<file path="config.mk">
export PLATFORM = sky130hd
export DESIGN_NAME = hazard_stall_ctrl_flat
export DESIGN_NICKNAME = d
export VERILOG_FILES = /design/src/rtl/hazard_pkg.sv /design/src/rtl/hazard_stall_ctrl_if.sv /design/src/rtl/md_seq.sv /design/src/rtl/hazard_stall_ctrl.sv /design/src/flat_wrapper.sv
export SDC_FILE = /design/constraint.sdc
export NUM_CORES = 1
export LEC_CHECK = 0
export BUFFER_PORTS_ARGS = -buffer_cell sky130_fd_sc_hd__clkbuf_2
export CAP_MARGIN = 20
export CORE_MARGIN = 2
export CORE_UTILIZATION = 44
export CTS_CLUSTER_SIZE = 28
export DETAILED_ROUTE_END_ITERATION = 12
export HOLD_SLACK_MARGIN = 0.03
export PLACE_DENSITY = 0.83
export SLEW_MARGIN = 20
export SYNTH_ARGS = -nofsm -noshare
export SYNTH_HDL_FRONTEND = slang
export SYNTH_SLANG_ARGS = --single-unit
</file>
<file path="constraint.sdc">
create_clock -name clk -period 5.3 [get_ports clk]
set_clock_uncertainty 0.2 [all_clocks]
set_input_delay 0.53 -clock clk [delete_from_list [all_inputs] [get_ports clk]]
set_output_delay 0.53 -clock clk [all_outputs]
set_load 0.02 [all_outputs]
</file>
<file path="src/rtl/hazard_pkg.sv">
// rtl/hazard_pkg.sv - shared widths, MDU op/FSM encodings and the per-operand hazard compare
package hazard_pkg;

  localparam int TUSE_W = 2;
  localparam int TNEW_W = 2;
  localparam logic [TUSE_W-1:0] TUSE_NONE = 2'd3;

  localparam logic MD_OP_MUL = 1'b0;
  localparam logic MD_OP_DIV = 1'b1;

  typedef enum logic {
    MD_IDLE = 1'b0,
    MD_BUSY = 1'b1
  } md_state_t;

  // A producer blocks a consumer when it targets the same non-zero register
  // and its result arrives later than the consumer needs it.
  function automatic logic reg_hazard(
    input logic [4:0]        src,
    input logic [TUSE_W-1:0] t_use,
    input logic              we,
    input logic [4:0]        dst,
    input logic [TNEW_W-1:0] t_new
  );
    return (src != 5'd0) && we && (dst == src) && (t_new > t_use);
  endfunction

endpackage

</file>
<file path="src/rtl/hazard_stall_ctrl_if.sv">
// rtl/hazard_stall_ctrl_if.sv - pipeline-side signal bundle for the hazard/stall controller
interface hazard_stall_ctrl_if;
  import hazard_pkg::*;

  logic [4:0]        D_rs_addr;
  logic [4:0]        D_rt_addr;
  logic [TUSE_W-1:0] D_T_use_rs;
  logic [TUSE_W-1:0] D_T_use_rt;
  logic              D_is_md;
  logic [4:0]        E_WriteRegAddr;
  logic              E_RegWrite;
  logic [TNEW_W-1:0] E_T_new;
  logic [4:0]        M_WriteRegAddr;
  logic              M_RegWrite;
  logic [TNEW_W-1:0] M_T_new;
  logic              E_md_start;
  logic              E_md_op;

  logic              HCU_EN_PC;
  logic              HCU_EN_FD;
  logic              HCU_CLR_DE;
  logic              HCU_EN_EM;
  logic              HCU_EN_MW;
  logic              md_busy;
  logic              md_done;
  logic [31:0]       stall_cnt;

  modport master (
    output D_rs_addr, D_rt_addr, D_T_use_rs, D_T_use_rt, D_is_md,
           E_WriteRegAddr, E_RegWrite, E_T_new,
           M_WriteRegAddr, M_RegWrite, M_T_new,
           E_md_start, E_md_op,
    input  HCU_EN_PC, HCU_EN_FD, HCU_CLR_DE, HCU_EN_EM, HCU_EN_MW,
           md_busy, md_done, stall_cnt
  );

  modport slave (
    input  D_rs_addr, D_rt_addr, D_T_use_rs, D_T_use_rt, D_is_md,
           E_WriteRegAddr, E_RegWrite, E_T_new,
           M_WriteRegAddr, M_RegWrite, M_T_new,
           E_md_start, E_md_op,
    output HCU_EN_PC, HCU_EN_FD, HCU_CLR_DE, HCU_EN_EM, HCU_EN_MW,
           md_busy, md_done, stall_cnt
  );

endinterface

</file>
<file path="src/rtl/md_seq.sv">
// rtl/md_seq.sv - mult/div unit sequencer: IDLE/BUSY FSM with a down-counting busy counter
module md_seq
  import hazard_pkg::*;
#(
  parameter int MULT_CYCLES = 5,
  parameter int DIV_CYCLES  = 10,
  parameter int CNT_W       = 4
) (
  input  logic clk,
  input  logic reset,
  input  logic start,
  input  logic op,
  output logic busy,
  output logic done
);

  md_state_t        state, state_nx;
  logic [CNT_W-1:0] cnt, cnt_nx;
  logic [CNT_W-1:0] load_val;

  assign load_val = (op == MD_OP_DIV) ? CNT_W'(DIV_CYCLES) : CNT_W'(MULT_CYCLES);

  always_ff @(posedge clk or negedge reset) begin
    if (!reset) begin
      state <= MD_IDLE;
      cnt   <= '0;
    end else begin
      state <= state_nx;
      cnt   <= cnt_nx;
    end
  end

  // Starts mid-operation are dropped; only the final busy cycle may chain a new op.
  always_comb begin
    state_nx = state;
    cnt_nx   = cnt;
    case (state)
      MD_IDLE: begin
        if (start) begin
          state_nx = MD_BUSY;
          cnt_nx   = load_val;
        end
      end
      MD_BUSY: begin
        if (cnt == CNT_W'(1)) begin
          if (start) begin
            cnt_nx = load_val;
          end else begin
            state_nx = MD_IDLE;
            cnt_nx   = '0;
          end
        end else begin
          cnt_nx = cnt - CNT_W'(1);
        end
      end
      default: begin
        state_nx = MD_IDLE;
        cnt_nx   = '0;
      end
    endcase
  end

  always_comb begin
    busy = (state == MD_BUSY);
    done = (state == MD_BUSY) && (cnt == CNT_W'(1));
  end

endmodule

</file>
<file path="src/rtl/hazard_stall_ctrl.sv">
// rtl/hazard_stall_ctrl.sv - load-use/MDU hazard detection and pipeline register control; HCU_STALL_CNT_EN adds a stall counter
module hazard_stall_ctrl
  import hazard_pkg::*;
#(
  parameter int MULT_CYCLES = 5,
  parameter int DIV_CYCLES  = 10,
  parameter int CNT_W       = 4
) (
  input logic                 clk,
  input logic                 reset,
  hazard_stall_ctrl_if.slave  bus
);

  logic hz_rs, hz_rt, hz_md, stall;
  logic md_busy_w, md_done_w;

  md_seq #(
    .MULT_CYCLES (MULT_CYCLES),
    .DIV_CYCLES  (DIV_CYCLES),
    .CNT_W       (CNT_W)
  ) u_md_seq (
    .clk   (clk),
    .reset (reset),
    .start (bus.E_md_start),
    .op    (bus.E_md_op),
    .busy  (md_busy_w),
    .done  (md_done_w)
  );

  always_comb begin
    hz_rs = reg_hazard(bus.D_rs_addr, bus.D_T_use_rs, bus.E_RegWrite, bus.E_WriteRegAddr, bus.E_T_new)
          | reg_hazard(bus.D_rs_addr, bus.D_T_use_rs, bus.M_RegWrite, bus.M_WriteRegAddr, bus.M_T_new);
    hz_rt = reg_hazard(bus.D_rt_addr, bus.D_T_use_rt, bus.E_RegWrite, bus.E_WriteRegAddr, bus.E_T_new)
          | reg_hazard(bus.D_rt_addr, bus.D_T_use_rt, bus.M_RegWrite, bus.M_WriteRegAddr, bus.M_T_new);
    // A start in E is counted as busy so an MDU user in D cannot slip past it.
    hz_md = bus.D_is_md & (md_busy_w | bus.E_md_start);
    stall = hz_rs | hz_rt | hz_md;
  end

  assign bus.HCU_EN_PC  = ~stall;
  assign bus.HCU_EN_FD  = ~stall;
  assign bus.HCU_CLR_DE = stall;
  assign bus.HCU_EN_EM  = 1'b1;
  assign bus.HCU_EN_MW  = 1'b1;
  assign bus.md_busy    = md_busy_w;
  assign bus.md_done    = md_done_w;

`ifdef HCU_STALL_CNT_EN
  logic [31:0] stall_cnt_q;

  always_ff @(posedge clk or negedge reset) begin
    if (!reset) begin
      stall_cnt_q <= 32'h0;
    end else if (stall) begin
      stall_cnt_q <= stall_cnt_q + 32'h1;
    end
  end

  assign bus.stall_cnt = stall_cnt_q;
`else
  assign bus.stall_cnt = 32'h0;
`endif

endmodule

</file>
<file path="src/flat_wrapper.sv">
// flat-port wrapper written by rule: the top's interface ports become plain ports
module hazard_stall_ctrl_flat import hazard_pkg::*;
#(
  parameter int MULT_CYCLES = 5,
  parameter int DIV_CYCLES  = 10,
  parameter int CNT_W       = 4
)
  (clk, reset, bus_D_rs_addr, bus_D_rt_addr, bus_D_T_use_rs, bus_D_T_use_rt, bus_D_is_md, bus_E_WriteRegAddr, bus_E_RegWrite, bus_E_T_new, bus_M_WriteRegAddr, bus_M_RegWrite, bus_M_T_new, bus_E_md_start, bus_E_md_op, bus_HCU_EN_PC, bus_HCU_EN_FD, bus_HCU_CLR_DE, bus_HCU_EN_EM, bus_HCU_EN_MW, bus_md_busy, bus_md_done, bus_stall_cnt);
  hazard_stall_ctrl_if bus_i ();
  input logic clk;
  input logic reset;
  input wire logic [$bits(bus_i.D_rs_addr)-1:0] bus_D_rs_addr;
  input wire logic [$bits(bus_i.D_rt_addr)-1:0] bus_D_rt_addr;
  input wire logic [$bits(bus_i.D_T_use_rs)-1:0] bus_D_T_use_rs;
  input wire logic [$bits(bus_i.D_T_use_rt)-1:0] bus_D_T_use_rt;
  input wire logic [$bits(bus_i.D_is_md)-1:0] bus_D_is_md;
  input wire logic [$bits(bus_i.E_WriteRegAddr)-1:0] bus_E_WriteRegAddr;
  input wire logic [$bits(bus_i.E_RegWrite)-1:0] bus_E_RegWrite;
  input wire logic [$bits(bus_i.E_T_new)-1:0] bus_E_T_new;
  input wire logic [$bits(bus_i.M_WriteRegAddr)-1:0] bus_M_WriteRegAddr;
  input wire logic [$bits(bus_i.M_RegWrite)-1:0] bus_M_RegWrite;
  input wire logic [$bits(bus_i.M_T_new)-1:0] bus_M_T_new;
  input wire logic [$bits(bus_i.E_md_start)-1:0] bus_E_md_start;
  input wire logic [$bits(bus_i.E_md_op)-1:0] bus_E_md_op;
  output wire logic [$bits(bus_i.HCU_EN_PC)-1:0] bus_HCU_EN_PC;
  output wire logic [$bits(bus_i.HCU_EN_FD)-1:0] bus_HCU_EN_FD;
  output wire logic [$bits(bus_i.HCU_CLR_DE)-1:0] bus_HCU_CLR_DE;
  output wire logic [$bits(bus_i.HCU_EN_EM)-1:0] bus_HCU_EN_EM;
  output wire logic [$bits(bus_i.HCU_EN_MW)-1:0] bus_HCU_EN_MW;
  output wire logic [$bits(bus_i.md_busy)-1:0] bus_md_busy;
  output wire logic [$bits(bus_i.md_done)-1:0] bus_md_done;
  output wire logic [$bits(bus_i.stall_cnt)-1:0] bus_stall_cnt;
  assign bus_i.D_rs_addr = bus_D_rs_addr;
  assign bus_i.D_rt_addr = bus_D_rt_addr;
  assign bus_i.D_T_use_rs = bus_D_T_use_rs;
  assign bus_i.D_T_use_rt = bus_D_T_use_rt;
  assign bus_i.D_is_md = bus_D_is_md;
  assign bus_i.E_WriteRegAddr = bus_E_WriteRegAddr;
  assign bus_i.E_RegWrite = bus_E_RegWrite;
  assign bus_i.E_T_new = bus_E_T_new;
  assign bus_i.M_WriteRegAddr = bus_M_WriteRegAddr;
  assign bus_i.M_RegWrite = bus_M_RegWrite;
  assign bus_i.M_T_new = bus_M_T_new;
  assign bus_i.E_md_start = bus_E_md_start;
  assign bus_i.E_md_op = bus_E_md_op;
  assign bus_HCU_EN_PC = bus_i.HCU_EN_PC;
  assign bus_HCU_EN_FD = bus_i.HCU_EN_FD;
  assign bus_HCU_CLR_DE = bus_i.HCU_CLR_DE;
  assign bus_HCU_EN_EM = bus_i.HCU_EN_EM;
  assign bus_HCU_EN_MW = bus_i.HCU_EN_MW;
  assign bus_md_busy = bus_i.md_busy;
  assign bus_md_done = bus_i.md_done;
  assign bus_stall_cnt = bus_i.stall_cnt;
  hazard_stall_ctrl #(.MULT_CYCLES(MULT_CYCLES), .DIV_CYCLES(DIV_CYCLES), .CNT_W(CNT_W)) u_core (.clk(clk), .reset(reset), .bus(bus_i));
endmodule
</file>
## After elaboration in Yosys (flattened, before gate mapping)

Index checks and enable logic that the tools add are counted.

- Latch bits: 0
- Bits in registers: 5
- Memories kept: 0
- Input bits: 35
- RAM bits: 0
- Memory bits (read-only): 0
- Word-level logic and storage cells: 44

- Reduce and logical (&&, ||, !) cells: 15
- Bitwise logic cells: 8
- Eq/ne operators: 6
- Mux-type cells: 8
- Add/subtract/negate cells: 1
- Shift operators: 0
- $lt $le $gt $ge: 4
- Multipliers: 0
- Divide/modulo/power cells: 0

Operator list:

| operator | number |
|---|---|
| $eq 5x5->1 | 4 |
| $mux 4 | 4 |
| $logic_and 1x1->1 | 13 |
| $reduce_bool 5->1 | 2 |
| $gt 2x2->1 | 4 |
| $pmux 4 s2 | 1 |
| $or 1x1->1 | 5 |
| $eq 4x1->1 const B | 1 |
| $sub 4x1->4 const B | 1 |
| $mux 1 | 2 |
| $ne 2x2->1 const B | 1 |
| $not 1->1 | 2 |
| $pmux 1 s2 | 1 |
| $and 1x1->1 | 1 |

## Depth between registers and ports, before layout

- Depth in word-level cells: 8
- Depth in mapped cells: 8
- Gate-level depth less buffers: 7

## Modules after synthesis

A second synthesis with hierarchy kept.

- Cell total of the unflattened synthesis: 129
- Area total of the unflattened synthesis: 1029.7 um^2

By module, submodules not included:

| module | times used | sequential area each (um^2) | area each (um^2) | cells each |
|---|---|---|---|---|
| hazard_stall_ctrl | 1 | 0.0 | 719.4 | 98 |
| md_seq | 1 | 125.1 | 310.3 | 31 |

## Least setup slack after synthesis

No wires, ideal clock.

- Path type: input to output
- Start point: input bus_D_T_use_rs[1]
- End point: output bus_HCU_EN_PC
- Data arrival time: 1.907 ns
- Buffers on the path: 1
- Cell stages on the path: 8
- Setup slack: 2.663 ns
- Path through: inv_1 > ha_1 > a21boi_0 > nand4_1 > nor4_1 > o22ai_1 > and3_1 > buf_4

- Cells in the longest elaborated chain, start to end: 6
- Elaborated cells on any way between the ends: 8
- Those cells by class: order compare (2); bitwise (4); reduce/logical (2)

Ends and longest elaborated chain:

| item | RTL line | source |
|---|---|---|
| from (decl) | flat_wrapper.sv:14 | `input wire logic [$bits(bus_i.D_T_use_rs)-1:0] bus_D_T_use_rs;` |
| $gt 2x2->1 | hazard_pkg.sv:25 | `return (src != 5'd0) && we && (dst == src) && (t_new > t_use);` |
| $logic_and 1x1->1 | hazard_pkg.sv:25 |  |
| $or 1x1->1 * | hazard_stall_ctrl.sv:32 | `\| reg_hazard(bus.D_rs_addr, bus.D_T_use_rs, bus.M_RegWrite, bus.M_WriteRegAddr, bus.M_T_new);` |
| $or 1x1->1 * (2 in a row) | hazard_stall_ctrl.sv:37 | `stall = hz_rs \| hz_rt \| hz_md;` |
| $not 1->1 * | -- |  |
| to (decl) | flat_wrapper.sv:25 | `output wire logic [$bits(bus_i.HCU_EN_PC)-1:0] bus_HCU_EN_PC;` |

Mark *: on every way between the ends. The rest lies on a longest branch, timed or not.

## Worst setup path in the final report

- Start point: input bus_D_T_use_rs[1]
- End point: output bus_HCU_EN_FD

- Cells in the longest elaborated chain, start to end: 6
- Elaborated cells on any way between the ends: 8
- Those cells by class: order compare (2); bitwise (4); reduce/logical (2)

Ends and longest elaborated chain:

| item | RTL line | source |
|---|---|---|
| $gt 2x2->1 | hazard_pkg.sv:25 |  |
| $logic_and 1x1->1 | hazard_pkg.sv:25 |  |
| $or 1x1->1 * | hazard_stall_ctrl.sv:32 |  |
| $or 1x1->1 * (2 in a row) | hazard_stall_ctrl.sv:37 |  |
| $not 1->1 * | hazard_stall_ctrl.sv:41 | `assign bus.HCU_EN_FD = ~stall;` |
| to (decl) | flat_wrapper.sv:26 | `output wire logic [$bits(bus_i.HCU_EN_FD)-1:0] bus_HCU_EN_FD;` |

Marks and branches as above.

==> impl_metrics.tcl <==
set metrics [dict create \
    core-area_sq_mm 0.00221 \
    setup_tns_ns 0 \
    first_global_vias 782 \
    cp_data_required_time_ns 4.57 \
    p_per_area_mw_per_mm2 266 \
    clk_latency_ns 0.24 \
    yosysUniqueCellTypes 30 \
    synth_area_leaders "buf_4 26%, dfrtp_1 12%, ha_1 12%, xnor2_1 12%, xor2_1 5.2%" \
    hold_viol_final 0 \
    yosys_warnings 0 \
    drive_gt1_frac 0.253 \
    ir_drop_uv 260 \
    grt.total_usage 0.152 \
    drt_iter0_markers 13 \
    worstPathCellList "clkbuf_2, inv_1, ha_1, a21boi_0, nand4_1, nor4_1, o22ai_1, and3_1, clkbuf_2" \
    dp.cells 193 \
    portBuffers 39 \
    cts_setup_buffers 0 \
    clockBufferDepth 2 \
    finalNonFillerCells 198 \
    synth.top_cell.area_share 0.258 \
    reg2reg_from "u_core.u_md_seq.cnt[0]" \
    slowest_stage "ha_1" \
    syn_area_per_cell_sq_um 7.90 \
    io_pins 74 \
    hold_buffers 1 \
    status "completed" \
    hold_class "flop to flop" \
    cts_tree "built" \
    mostFrequentLayoutCells "39 x clkbuf_2, 34 x conb_1, 14 x xnor2_1" \
    yosys.area.top_type "buf_4" \
    path_delay_family "simple AND/OR/NAND/NOR gates" \
    antenna_found_initial 0 \
    cts_sinks 5 \
    post-route-drc-count 0 \
    crit_path_start_kind "primary input" \
    diodes 0 \
    drv_cap 0 \
    dieArea_sq_mm 0.00272 \
    die_h_um 52.1 \
    nets 216 \
    crit_type "primary input to output pin" \
    crit_start "bus_D_T_use_rs[1]" \
    rows 17 \
    layout_commonest_cell "clkbuf_2" \
    netlist_instances 129 \
    start_util 0.461 \
    drt-total-wl_mm 2.13 \
    die_w_um 52.1 \
    syn_area_sq_mm 0.00102 \
    crit_fanout 2 \
    max_stage_delay_ns 0.28 \
    wl_per_cell_um 10.7 \
    drv_slew 0 \
    path_clk_slew_ns 0.04 \
    cp_common_cell "clkbuf_2" \
    vias 885 \
    finalPower_uw 304 \
    cts_repair_resize_count 0 \
    hpwl_mm 1.88 \
    worst-path-buf-inv 3 \
    cts_root_buffer "clkbuf_4" \
    hp-start "u_core.u_md_seq.cnt[1]" \
    rsz0062_at_grt "no" \
    area_growth_pct 12.1 \
    seq_area_frac_synth 0.123 \
    drtAntennaViolNets 0 \
    dr.pass1.iters 4 \
    grt_pass1_wl_mm 3.12 \
    leakagePower_nw 0.630 \
    htreeDepth 1 \
    finalSetupViolCount 0 \
    grt_max_degree 9 \
    post-route-period-util 0.520 \
    ys_seq_elements 5 \
    arrival_ns 2.03 \
    cts_buffers 3 \
    fin_crit_ns 2.76 \
    fmax_ghz 0.363 \
    end_kind "output pin" \
    gp_congestion 0.798 \
    routed_via_density 4.47 \
    grt-ovfl-total 0 \
]
state kept, by name (all words and copies together), names as in the netlist:
| signal | flops |
|---|---|
| u_core.u_md_seq.busy | 1 |
| u_core.u_md_seq.cnt | 4 |
cell families after synthesis:
kind of cell,Yosys count,synth area share
and+or+nand+nor,29,0.166
xor gates and xnor gates,20,0.172
other,2,0.00736
DFF,5,0.123
adders and majority gates,10,0.123
AOI/OAI and AO/OA,17,0.112
buffers and inverters,46,0.298
worst reg2reg max path: stages, from the launching register on:
cell and delay (ns):
dfrtp_1 0.41, ha_1 0.23, nor3b_2 0.18, nand2b_1 0.20
and3_1 0.22, a221o_1 0.27
Yosys cell counts:
cell and number:
buf_4 35, xnor2_1 14, inv_1 11, ha_1 10, xor2_1 6, a21oi_1 5, dfrtp_1 5, nand3_1 5
nor4_1 4, nand2_1 3, nor2_1 3, a21boi_0 2, a221o_1 2, and3_1 2, conb_1 2, nand2b_1 2
nand4_1 2, o21ai_0 2, o22ai_1 2, or4_1 2, a211o_1 1, a21o_1 1, a22oi_1 1, and2_1 1
nor2b_1 1, nor3_1 1, nor3b_1 1, nor3b_2 1, o21bai_1 1, or3_1 1
area by class of cell:
type                       instances  area, sq um
fill                             237         1070
clock buffer                       4         26.3
tap                               28         35.0
timing repair buffer              40          205
multi-input combinational        110          711
inverter                          11         41.3
sequential                         5          125
per-layer routing:
layer / GRT usage / vias up / wire (um)
li1: - / 450 / -
met1: 0.157 / 391 / 817
met2: 0.295 / 42 / 1090
met3: 0.0345 / 2 / 200
met4: 0.0513 / 0 / 18
met5: 0 / - / 0
worst paths after layout:
check | end | slack [ns] | depth (start not counted)
min reg2reg | u_core.u_md_seq.cnt[1] | 0.31 | 1
max | bus_HCU_EN_FD | 2.54 | 9
max reg2reg | u_core.u_md_seq.cnt[3] | 3.48 | 5
max in group asynchronous | u_core.u_md_seq.cnt[3] | 4.32 | 2
min in group asynchronous | u_core.u_md_seq.busy | 0.44 | 2
min | u_core.u_md_seq.cnt[1] | 0.31 | 1
power by group:
part	total [mW]	leakage [nW]	switching (mW)	internal (mW)
Sequential	0.0790	0.0576	0.0215	0.0575
Combinational	0.182	0.558	0.104	0.0780
Clock	0.0432	0.0150	0.0148	0.0284
Total	0.304	0.630	0.140	0.164
through the flow:
stage,instance area (sq um),utilization,setup slack (ns),hold WS (ns)
after global routing,1140,0.517,2.41,0.350
after CTS,1140,0.517,2.53,0.314
final,1140,0.517,2.54,0.311
after floorplan,1140,-,2.66,0.0344
after detailed placement,1110,0.501,2.53,0.151
after global placement,1110,0.501,2.56,0.147
No activity file was read; power rests on OpenSTA's default activity.
